**src/rtl/tb_pkg.sv**
```systemverilog
// Shared widths and FSM encoding for the Viterbi traceback unit.
// Imported by traceback_unit and tb_lifo.
package tb_pkg;
    localparam int WD_STATE      = 6;
    localparam int WD_TB_ADDRESS = 3;
    localparam int WD_RAM_DATA   = 8;

    typedef enum logic [1:0] {
        S_IDLE   = 2'd0,
        S_READ   = 2'd1,
        S_UPDATE = 2'd2,
        S_DRAIN  = 2'd3
    } tbState_t;
endpackage

```
**src/rtl/traceback_unit_lifo.sv**
```systemverilog
// Bit-wide LIFO that reverses traceback order into chronological order.
// Used by traceback_unit only when TRACEBACK_UNIT_TB_LIFO_EN is defined.
module tb_lifo
    import tb_pkg::*;
#(
    parameter int DEPTH = 8
) (
    input  logic CLOCK,
    input  logic Reset,
    input  logic push,
    input  logic pop,
    input  logic clear,
    input  logic dataIn,
    output logic dataOut,
    output logic empty,
    output logic full
);
    localparam int CW = $clog2(DEPTH + 1);

    logic [DEPTH-1:0] mem;
    logic [CW-1:0]    count;

    // Top of stack always sits in mem[0]; push shifts up, pop shifts down.
    always_ff @(posedge CLOCK or posedge Reset) begin
        if (Reset) begin
            mem   <= '0;
            count <= '0;
        end else if (clear) begin
            mem   <= '0;
            count <= '0;
        end else if (push) begin
            mem   <= DEPTH'({mem, dataIn});
            count <= count + CW'(1);
        end else if (pop) begin
            mem   <= mem >> 1;
            count <= count - CW'(1);
        end
    end

    assign dataOut = mem[0];
    assign empty   = (count == '0);
    assign full    = (count == CW'(DEPTH));
endmodule

```
**src/rtl/traceback_unit.sv**
```systemverilog
// Viterbi traceback: walks survivor memory back TB_LEN stages per run.
// TRACEBACK_UNIT_TB_LIFO_EN reorders decoded bits oldest-first.
module traceback_unit
    import tb_pkg::*;
#(
    parameter int TB_LEN  = 32,
    parameter int DEC_LEN = 8
) (
    input  logic                     CLOCK,
    input  logic                     Reset,
    input  logic                     Start,
    input  logic [WD_STATE-1:0]      StartState,
    input  logic [WD_RAM_DATA-1:0]   DataTB,
    output logic [WD_TB_ADDRESS-1:0] AddressTB,
    output logic                     RdEn,
    output logic                     TBInit,
    output logic                     DecodedBit,
    output logic                     DecodedValid,
    output logic                     Busy,
    output logic                     Done
);
    localparam int CNT_W = $clog2(TB_LEN + 1);
    localparam logic [CNT_W-1:0] FIRST_EMIT = CNT_W'(TB_LEN - DEC_LEN);
    localparam logic [CNT_W-1:0] LAST_STAGE = CNT_W'(TB_LEN - 1);
    localparam int AHI = WD_STATE - 1;
    localparam int ALO = WD_STATE - WD_TB_ADDRESS;

    tbState_t            fsm;
    logic [WD_STATE-1:0] stateReg;
    logic [WD_STATE-1:0] nextState;
    logic [CNT_W-1:0]    stageCnt;
    logic                survivor;
    logic                decBit;
    logic                emit;
    logic                lastStage;

    always_comb begin
        survivor  = DataTB[stateReg[2:0]];
        decBit    = stateReg[0];
        nextState = {survivor, stateReg[WD_STATE-1:1]};
        emit      = (stageCnt >= FIRST_EMIT);
        lastStage = (stageCnt == LAST_STAGE);
    end

`ifdef TRACEBACK_UNIT_TB_LIFO_EN
    localparam int DRN_W = $clog2(DEC_LEN + 1);
    localparam logic [DRN_W-1:0] LAST_DRAIN = DRN_W'(DEC_LEN - 1);

    logic [DRN_W-1:0] drainCnt;
    logic             lifoPush;
    logic             lifoPop;
    logic             lifoClear;
    logic             lifoOut;
    logic             lifoEmpty;
    logic             lifoFull;

    assign lifoPush  = (fsm == S_UPDATE) && emit;
    assign lifoPop   = (fsm == S_DRAIN);
    assign lifoClear = (fsm == S_IDLE) && Start;

    tb_lifo #(
        .DEPTH(DEC_LEN)
    ) uLifo (
        .CLOCK  (CLOCK),
        .Reset  (Reset),
        .push   (lifoPush),
        .pop    (lifoPop),
        .clear  (lifoClear),
        .dataIn (decBit),
        .dataOut(lifoOut),
        .empty  (lifoEmpty),
        .full   (lifoFull)
    );

    pushFull: assert property (@(posedge CLOCK) disable iff (Reset)
        !(lifoPush && lifoFull));
    popEmpty: assert property (@(posedge CLOCK) disable iff (Reset)
        !(lifoPop && lifoEmpty));
`endif

    always_ff @(posedge CLOCK or posedge Reset) begin
        if (Reset) begin
            fsm          <= S_IDLE;
            stateReg     <= '0;
            stageCnt     <= '0;
            AddressTB    <= '0;
            RdEn         <= 1'b0;
            TBInit       <= 1'b0;
            DecodedBit   <= 1'b0;
            DecodedValid <= 1'b0;
            Busy         <= 1'b0;
            Done         <= 1'b0;
`ifdef TRACEBACK_UNIT_TB_LIFO_EN
            drainCnt     <= '0;
`endif
        end else begin
            TBInit       <= 1'b0;
            RdEn         <= 1'b0;
            DecodedValid <= 1'b0;
            Done         <= 1'b0;
            unique case (fsm)
                S_IDLE: begin
                    if (Start) begin
                        stateReg  <= StartState;
                        stageCnt  <= '0;
                        TBInit    <= 1'b1;
                        RdEn      <= 1'b1;
                        AddressTB <= StartState[AHI:ALO];
                        Busy      <= 1'b1;
                        fsm       <= S_READ;
                    end
                end
                S_READ: begin
                    fsm <= S_UPDATE;
                end
                S_UPDATE: begin
                    stateReg <= nextState;
                    stageCnt <= stageCnt + CNT_W'(1);
`ifndef TRACEBACK_UNIT_TB_LIFO_EN
                    if (emit) begin
                        DecodedBit   <= decBit;
                        DecodedValid <= 1'b1;
                    end
`endif
                    if (lastStage) begin
`ifdef TRACEBACK_UNIT_TB_LIFO_EN
                        fsm      <= S_DRAIN;
                        drainCnt <= '0;
`else
                        fsm  <= S_IDLE;
                        Busy <= 1'b0;
                        Done <= 1'b1;
`endif
                    end else begin
                        fsm       <= S_READ;
                        RdEn      <= 1'b1;
                        AddressTB <= nextState[AHI:ALO];
                    end
                end
`ifdef TRACEBACK_UNIT_TB_LIFO_EN
                S_DRAIN: begin
                    DecodedBit   <= lifoOut;
                    DecodedValid <= 1'b1;
                    drainCnt     <= drainCnt + DRN_W'(1);
                    if (drainCnt == LAST_DRAIN) begin
                        fsm  <= S_IDLE;
                        Busy <= 1'b0;
                        Done <= 1'b1;
                    end
                end
`endif
                default: begin
                    fsm <= S_IDLE;
                end
            endcase
        end
    end
endmodule

```
**config.mk**
```make
export PLATFORM = sky130hd
export DESIGN_NAME = traceback_unit
export DESIGN_NICKNAME = d
export VERILOG_FILES = /design/src/rtl/tb_pkg.sv /design/src/rtl/traceback_unit_lifo.sv /design/src/rtl/traceback_unit.sv
export SDC_FILE = /design/constraint.sdc
export NUM_CORES = 1
export LEC_CHECK = 0
export CORE_AREA = 2 2 52 54
export CTS_CLUSTER_DIAMETER = 150
export DETAILED_ROUTE_END_ITERATION = 10
export DIE_AREA = 0 0 54 56
export GPL_TIMING_DRIVEN = 0
export HOLD_SLACK_MARGIN = 0.05
export PLACE_DENSITY = 0.72
export SYNTH_ARGS = -nofsm -noshare
export SYNTH_HDL_FRONTEND = slang
export SYNTH_SLANG_ARGS = --single-unit
```
**constraint.sdc**
```tcl
create_clock -name CLOCK -period 2.1 [get_ports CLOCK]
set_clock_uncertainty 0.2 [all_clocks]
set_input_delay 0.21 -clock CLOCK [delete_from_list [all_inputs] [get_ports CLOCK]]
set_output_delay 0.21 -clock CLOCK [all_outputs]
set_load 0.05 [all_outputs]
```
==> flow_summary.json, run 1 <==
{
  "drtIter0Drc": 16,
  "clock_latency_ns": 0.32,
  "synth.avg_cell_area_um2": 10.8,
  "wl_um": 2290,
  "rsz0062_at_grt": "no",
  "die-area_um2": 3020,
  "drtPass1Iterations": 4,
  "wire_per_inst_um": 14.1,
  "cp-start-kind": "flop",
  "finalPower_mw": 1.83,
  "gr-total-overflow": 0,
  "vias": 866,
  "place_congestion": 0.806,
  "cts_buffers": 3,
  "cts.sinks": 23,
  "tightest_slew_ns": 0.873,
  "yosys_warnings": 0,
  "setup-tns-final_ns": 0,
  "max_stage_delay_ns": 0.80,
  "synth.distinct_cells": 33,
  "n_antenna_cell": 0,
  "grt_pass1_wl_um": 3870,
  "mappedNetlistArea_um2": 1110,
  "ys_seq_area_frac": 0.520,
  "layout-drive-gt1-share": 0.0833,
  "cts.clk_slew.worst_paths_ns": 0.13,
  "row_count": 18,
  "slew_viol_final": 0,
  "worst-path-buf-inv": 1,
  "cts_tree": "built",
  "finalNetCount": 152,
  "dp_hpwl_um": 1630,
  "layout_common_cells": "clkdlybuf4s50_1, dfrtp_1, nor2b_1, nand2_1",
  "port_buffers": 25,
  "finalSetupViolCount": 0,
  "reg2reg_from": "stateReg[1]$_DFFE_PP0P_",
  "start_util": 0.455,
  "critPathKind": "reg2out",
  "cts_max_level": 1,
  "max_cap_violations": 0,
  "dp_slack_ns": 0.0281,
  "path_cells": "clkdlybuf4s50_1",
  "worstPathRequired_ns": 1.69,
  "p_per_area_nw_per_um2": 1290,
  "critPathArrivalTime_ns": 1.50,
  "fin_cells": 162,
  "r2r_end": "AddressTB[2]$_DFFE_PP0P_",
  "final.period_utilization": 0.908,
  "antenna_found_initial": 0,
  "min_period_ns": 1.91,
  "setup_slack_ns": 0.192,
  "hold_path.class": "in2async",
  "grt.total_usage": 0.177,
  "area_delta_synth_final_pct": 28.5,
  "relSlewSlack": 0.417,
  "status": "finished, final reports clean",
  "vdd.ir_drop.worst_mv": 0.761,
  "fmax_mhz": 524,
  "leakagePower_nw": 0.606,
  "drtAntennaViolNets": 0,
  "avgViaCountPerCell": 5.35,
  "r2r_slack_ns": 0.28,
  "cts_resized": 0,
  "cts_hold_buf": 0,
  "layout_commonest_cell": "clkdlybuf4s50_1",
  "pin_count": 26,
  "postCtsSetupRepairBufs": 0,
  "drc": 0,
  "cp_max_fo": 2,
  "grt_max_degree": 24,
  "die_y_um": 56,
  "ys_seq_elements": 23,
  "die_w_um": 54,
  "synth_nets": 122,
  "slowest_stage": "clkdlybuf4s50_1",
  "syn_inst": 103,
  "grt_pass1_vias": 872,
  "cts-root-buf": "clkbuf_4",
  "clockBufferDepth": 2,
  "reg2regPathDepth": 4,
  "path_delay_family": "buffers and inverters",
  "core-area_um2": 2430,
  "placedCellCount": 158,
  "hold_violations": 0,
  "cp-end-kind": "output pin"
}
-- worst max-delay path by stage --
stage / cells after the start / startpoint / to
finish: 1 / Busy$_DFFE_PP0P_ / Busy
global route: 1 / Busy$_DFFE_PP0P_ / Busy
CTS: 1 / AddressTB[0]$_DFFE_PP0P_ / AddressTB[0]
detailed placement: 5 / Start / AddressTB[2]$_DFFE_PP0P_
global placement: 5 / Start / AddressTB[2]$_DFFE_PP0P_
floorplan: 4 / stateReg[1]$_DFFE_PP0P_ / AddressTB[2]$_DFFE_PP0P_
-- routing by layer --
| layer | GRT usage | vias up | wire [um] |
|---|---|---|---|
| li1 | - | 431 | - |
| met1 | 0.247 | 413 | 1060 |
| met2 | 0.254 | 17 | 1120 |
| met3 | 0.0242 | 5 | 59 |
| met4 | 0.107 | 0 | 57 |
| met5 | 0 | - | 0 |
-- registers in the layout, summed over array words and instances (netlist names) --
name          cells
TBInit            1
AddressTB         3
Done              1
stateReg          6
DecodedBit        1
fsm               2
DecodedValid      1
Busy              1
RdEn              1
stageCnt          6
-- final cells by class --
class	instances	area [um2]
Tap cell	30	37.5
Clock inverter	1	5.00
Timing Repair Buffer	25	250
Clock buffer	3	22.5
Buffer	4	16.3
Sequential cell	23	576
Multi-Input combinational cell	71	497
Fill cell	222	1010
Inverter	5	18.8
-- synth_stat cells (all sizes together) --
master	number	area, um2
and4b	1	10.0
o221ai	1	8.76
a31oi	4	31.3
nand3	1	5.00
o21bai	1	7.51
nor3	2	10.0
nand2	9	33.8
clkbuf	4	16.3
mux2	2	22.5
o31ai	1	7.51
dfrtp	23	576
nor4	1	6.26
o211ai	2	15.0
a211oi	1	12.5
a21oi	6	30.0
nor4b	1	8.76
o21ai	5	25.0
a22oi	3	22.5
nand4	1	6.26
nor2	6	22.5
o22ai	2	12.5
nand2b	2	12.5
ha	2	25.0
nor2b	10	70.1
a21o	1	7.51
a22o	3	26.3
mux4	2	48.8
xor2	1	8.76
inv	5	18.8
-- kinds of logic (layout without fill, tap and decap cells) --
group,count (synthesis),after routing,synth area share
AOI/OAI and AO/OA,30,30,0.186
and+or+nand+nor,34,34,0.167
DFF,23,23,0.520
adders and majority gates,2,2,0.0226
buffers and inverters,9,38,0.0316
muxes,4,4,0.0644
xor gates and xnor gates,1,1,0.00791
-- report_power, final --
| group | switching [mW] | internal [mW] |
|---|---|---|
| clock network | 0.142 | 0.0714 |
| registers | 0.130 | 0.599 |
| logic | 0.521 | 0.370 |
| total | 0.793 | 1.04 |
-- stage by stage --
stage,hold slack [ns],instance area [um2],util
floorplan,0.0119,1110,-
finish,0.157,1420,0.585
detailed placement,0.305,1400,0.574
global route,0.243,1420,0.585
CTS,0.188,1420,0.585
global placement,0.296,1400,0.574
Note: power is estimated with default switching activity, not from simulation.
==> run 2: changes to the inputs <==
- CORE_AREA: 2 2 52 54 -> 2 2 50 52
- DIE_AREA: 0 0 54 56 -> 0 0 52 54
- PLACE_DENSITY: 0.72 -> 0.78
- clock period: 2.1 -> 2.2 ns (I/O delays scaled with it)
==> run 2 against run 1 <==
- global-route usage increased by 1.2 points
- sequential share of layout area decreased by 0.071 points
- critical endpoint unchanged
- combinational power decreased by 4.2%
- highest routed layer unchanged
- critical path type unchanged
- via count increased by 1.3%
- setup slack improved by 0.092 ns
- core utilization increased by 2.9 points
- flip-flop and latch count unchanged
- cell count unchanged
- sequential power decreased by 3.6%
- routed wire length increased by 1.1%
- critical path depth unchanged
==> flow_summary.json, run 2 (synthesized netlist as in run 1, its figures left out) <==
{
  "postCtsSetupRepairBufs": 0,
  "finalSetupViolCount": 0,
  "port_buffers": 25,
  "grt.total_usage": 0.189,
  "rsz0062_at_grt": "no",
  "dp_hpwl_um": 1680,
  "grt_pass1_wl_um": 3810,
  "area_delta_synth_final_pct": 28.7,
  "cts.sinks": 23,
  "cp-start-kind": "flop",
  "leakagePower_nw": 0.603,
  "cts.clk_slew.worst_paths_ns": 0.13,
  "clkPwrFrac": 0.118,
  "max_cap_violations": 0,
  "dp_slack_ns": 0.154,
  "r2r_slack_ns": 0.39,
  "cp-end-kind": "output pin",
  "finalNetCount": 152,
  "path_cells": "clkdlybuf4s50_1",
  "cts_tree": "built",
  "p_int_mw": 0.996,
  "seqPwrFrac": 0.399,
  "reg2reg_from": "stateReg[1]$_DFFE_PP0P_",
  "critPathKind": "reg2out",
  "slew_viol_final": 0,
  "status": "finished, final reports clean",
  "core-area_um2": 2320,
  "start_util": 0.477,
  "setup_slack_ns": 0.284,
  "cp_max_fo": 2,
  "reg2regPathDepth": 4,
  "grt_max_degree": 24,
  "layout_common_cells": "clkdlybuf4s50_1, dfrtp_1, nor2b_1, nand2_1",
  "swShare": 0.436,
  "slowest_stage": "clkdlybuf4s50_1",
  "cts_buffers": 3,
  "min_period_ns": 1.92,
  "cts-root-buf": "clkbuf_4",
  "seq_area_um2": 576,
  "final.period_utilization": 0.871,
  "path_delay_family": "buffers and inverters",
  "pin_count": 26,
  "place_congestion": 0.777,
  "cts_resized": 0,
  "largest_registers": "stageCnt x6, stateReg x6, AddressTB x3",
  "layout_commonest_cell": "clkdlybuf4s50_1",
  "fillerInstances": 187,
  "antenna_found_initial": 0,
  "drtAntennaViolNets": 0,
  "clock_latency_ns": 0.32,
  "worstPathRequired_ns": 1.78,
  "grt_pass1_vias": 829,
  "drtIter0Drc": 15,
  "critPathArrivalTime_ns": 1.50,
  "r2r_end": "AddressTB[2]$_DFFE_PP0P_",
  "layout-drive-gt1-share": 0.0833,
  "hold_ws_ns": 0.153,
  "wl_um": 2320,
  "relSlewSlack": 0.429,
  "setup-tns-final_ns": 0,
  "row_count": 18,
  "drc": 0,
  "hold_path.class": "in2async",
  "hold_violations": 0,
  "vdd.ir_drop.worst_mv": 0.683,
  "cts_max_level": 1,
  "cts_hold_buf": 0,
  "drtPass1Iterations": 4,
  "avgViaCountPerCell": 5.41,
  "max_stage_delay_ns": 0.80,
  "clockBufferDepth": 2,
  "gr-total-overflow": 0,
  "worst-path-buf-inv": 1,
  "die-area_um2": 2810,
  "vias": 877,
  "comb_power_share": 0.484,
  "fmax_mhz": 522,
  "die_y_um": 54,
  "p_switching_mw": 0.769,
  "p_per_area_nw_per_um2": 1240,
  "tightest_slew_ns": 0.855,
  "die_w_um": 52,
  "multi_input_area_um2": 497,
  "wire_per_inst_um": 14.3,
  "n_antenna_cell": 0
}
==> run 2: cell count changes in the layout (fill, tap and decap cells not counted) <==
cell,before,now
clkinv_2,1,0
clkinvlp_4,0,1
==> run 2: layer usage <==
metal / part of all wire / track usage / up-vias
met2: 0.49 / 0.306 / 20
met4: 0.022 / 0.0921 / 0
met5: 0 / 0 / -
met1: 0.46 / 0.251 / 417
met3: 0.027 / 0.0278 / 5
li1: - / - / 435
==> run 2: area by class of cell <==
type                    count  share of cell area
well taps                  30              0.0263
inverters                   5              0.0132
flip-flops and latches     23               0.404
plain buffers               4              0.0114
clock buffers               3              0.0158
repair buffers             25               0.176
clock inverters             1             0.00527
multi-input cells          71               0.349
==> run 2: power by group through the flow <==
stage,combinational (mW),sequential [mW],clock [mW]
2_1_floorplan,0.455,0.853,0
3_3_place_gp,0.837,0.698,0
3_5_place_dp,0.856,0.708,0
4_1_cts,0.860,0.700,0.215
5_1_grt,0.933,0.725,0.227
6_report,0.854,0.703,0.207
==> run 2: per-stage QoR <==
step	instances	area (um2)	power (mW)	util
floorplan	103	1110	1.31	-
global placement	158	1400	1.53	0.601
detailed placement	158	1400	1.56	0.601
CTS	162	1430	1.78	0.614
global route	162	1430	1.89	0.614
finish	162	1430	1.76	0.614
==> run 2: worst max path at each step <==
stage,cells after the start,end,startpoint,slack (ns)
after floorplan,4,AddressTB[2]$_DFFE_PP0P_,stateReg[1]$_DFFE_PP0P_,0.54
after global placement,5,AddressTB[2]$_DFFE_PP0P_,Start,0.16
after detailed placement,5,AddressTB[2]$_DFFE_PP0P_,Start,0.15
after CTS,1,DecodedBit,DecodedBit$_DFFE_PP0P_,0.27
after global routing,1,DecodedBit,DecodedBit$_DFFE_PP0P_,0.23
final,1,Busy,Busy$_DFFE_PP0P_,0.28
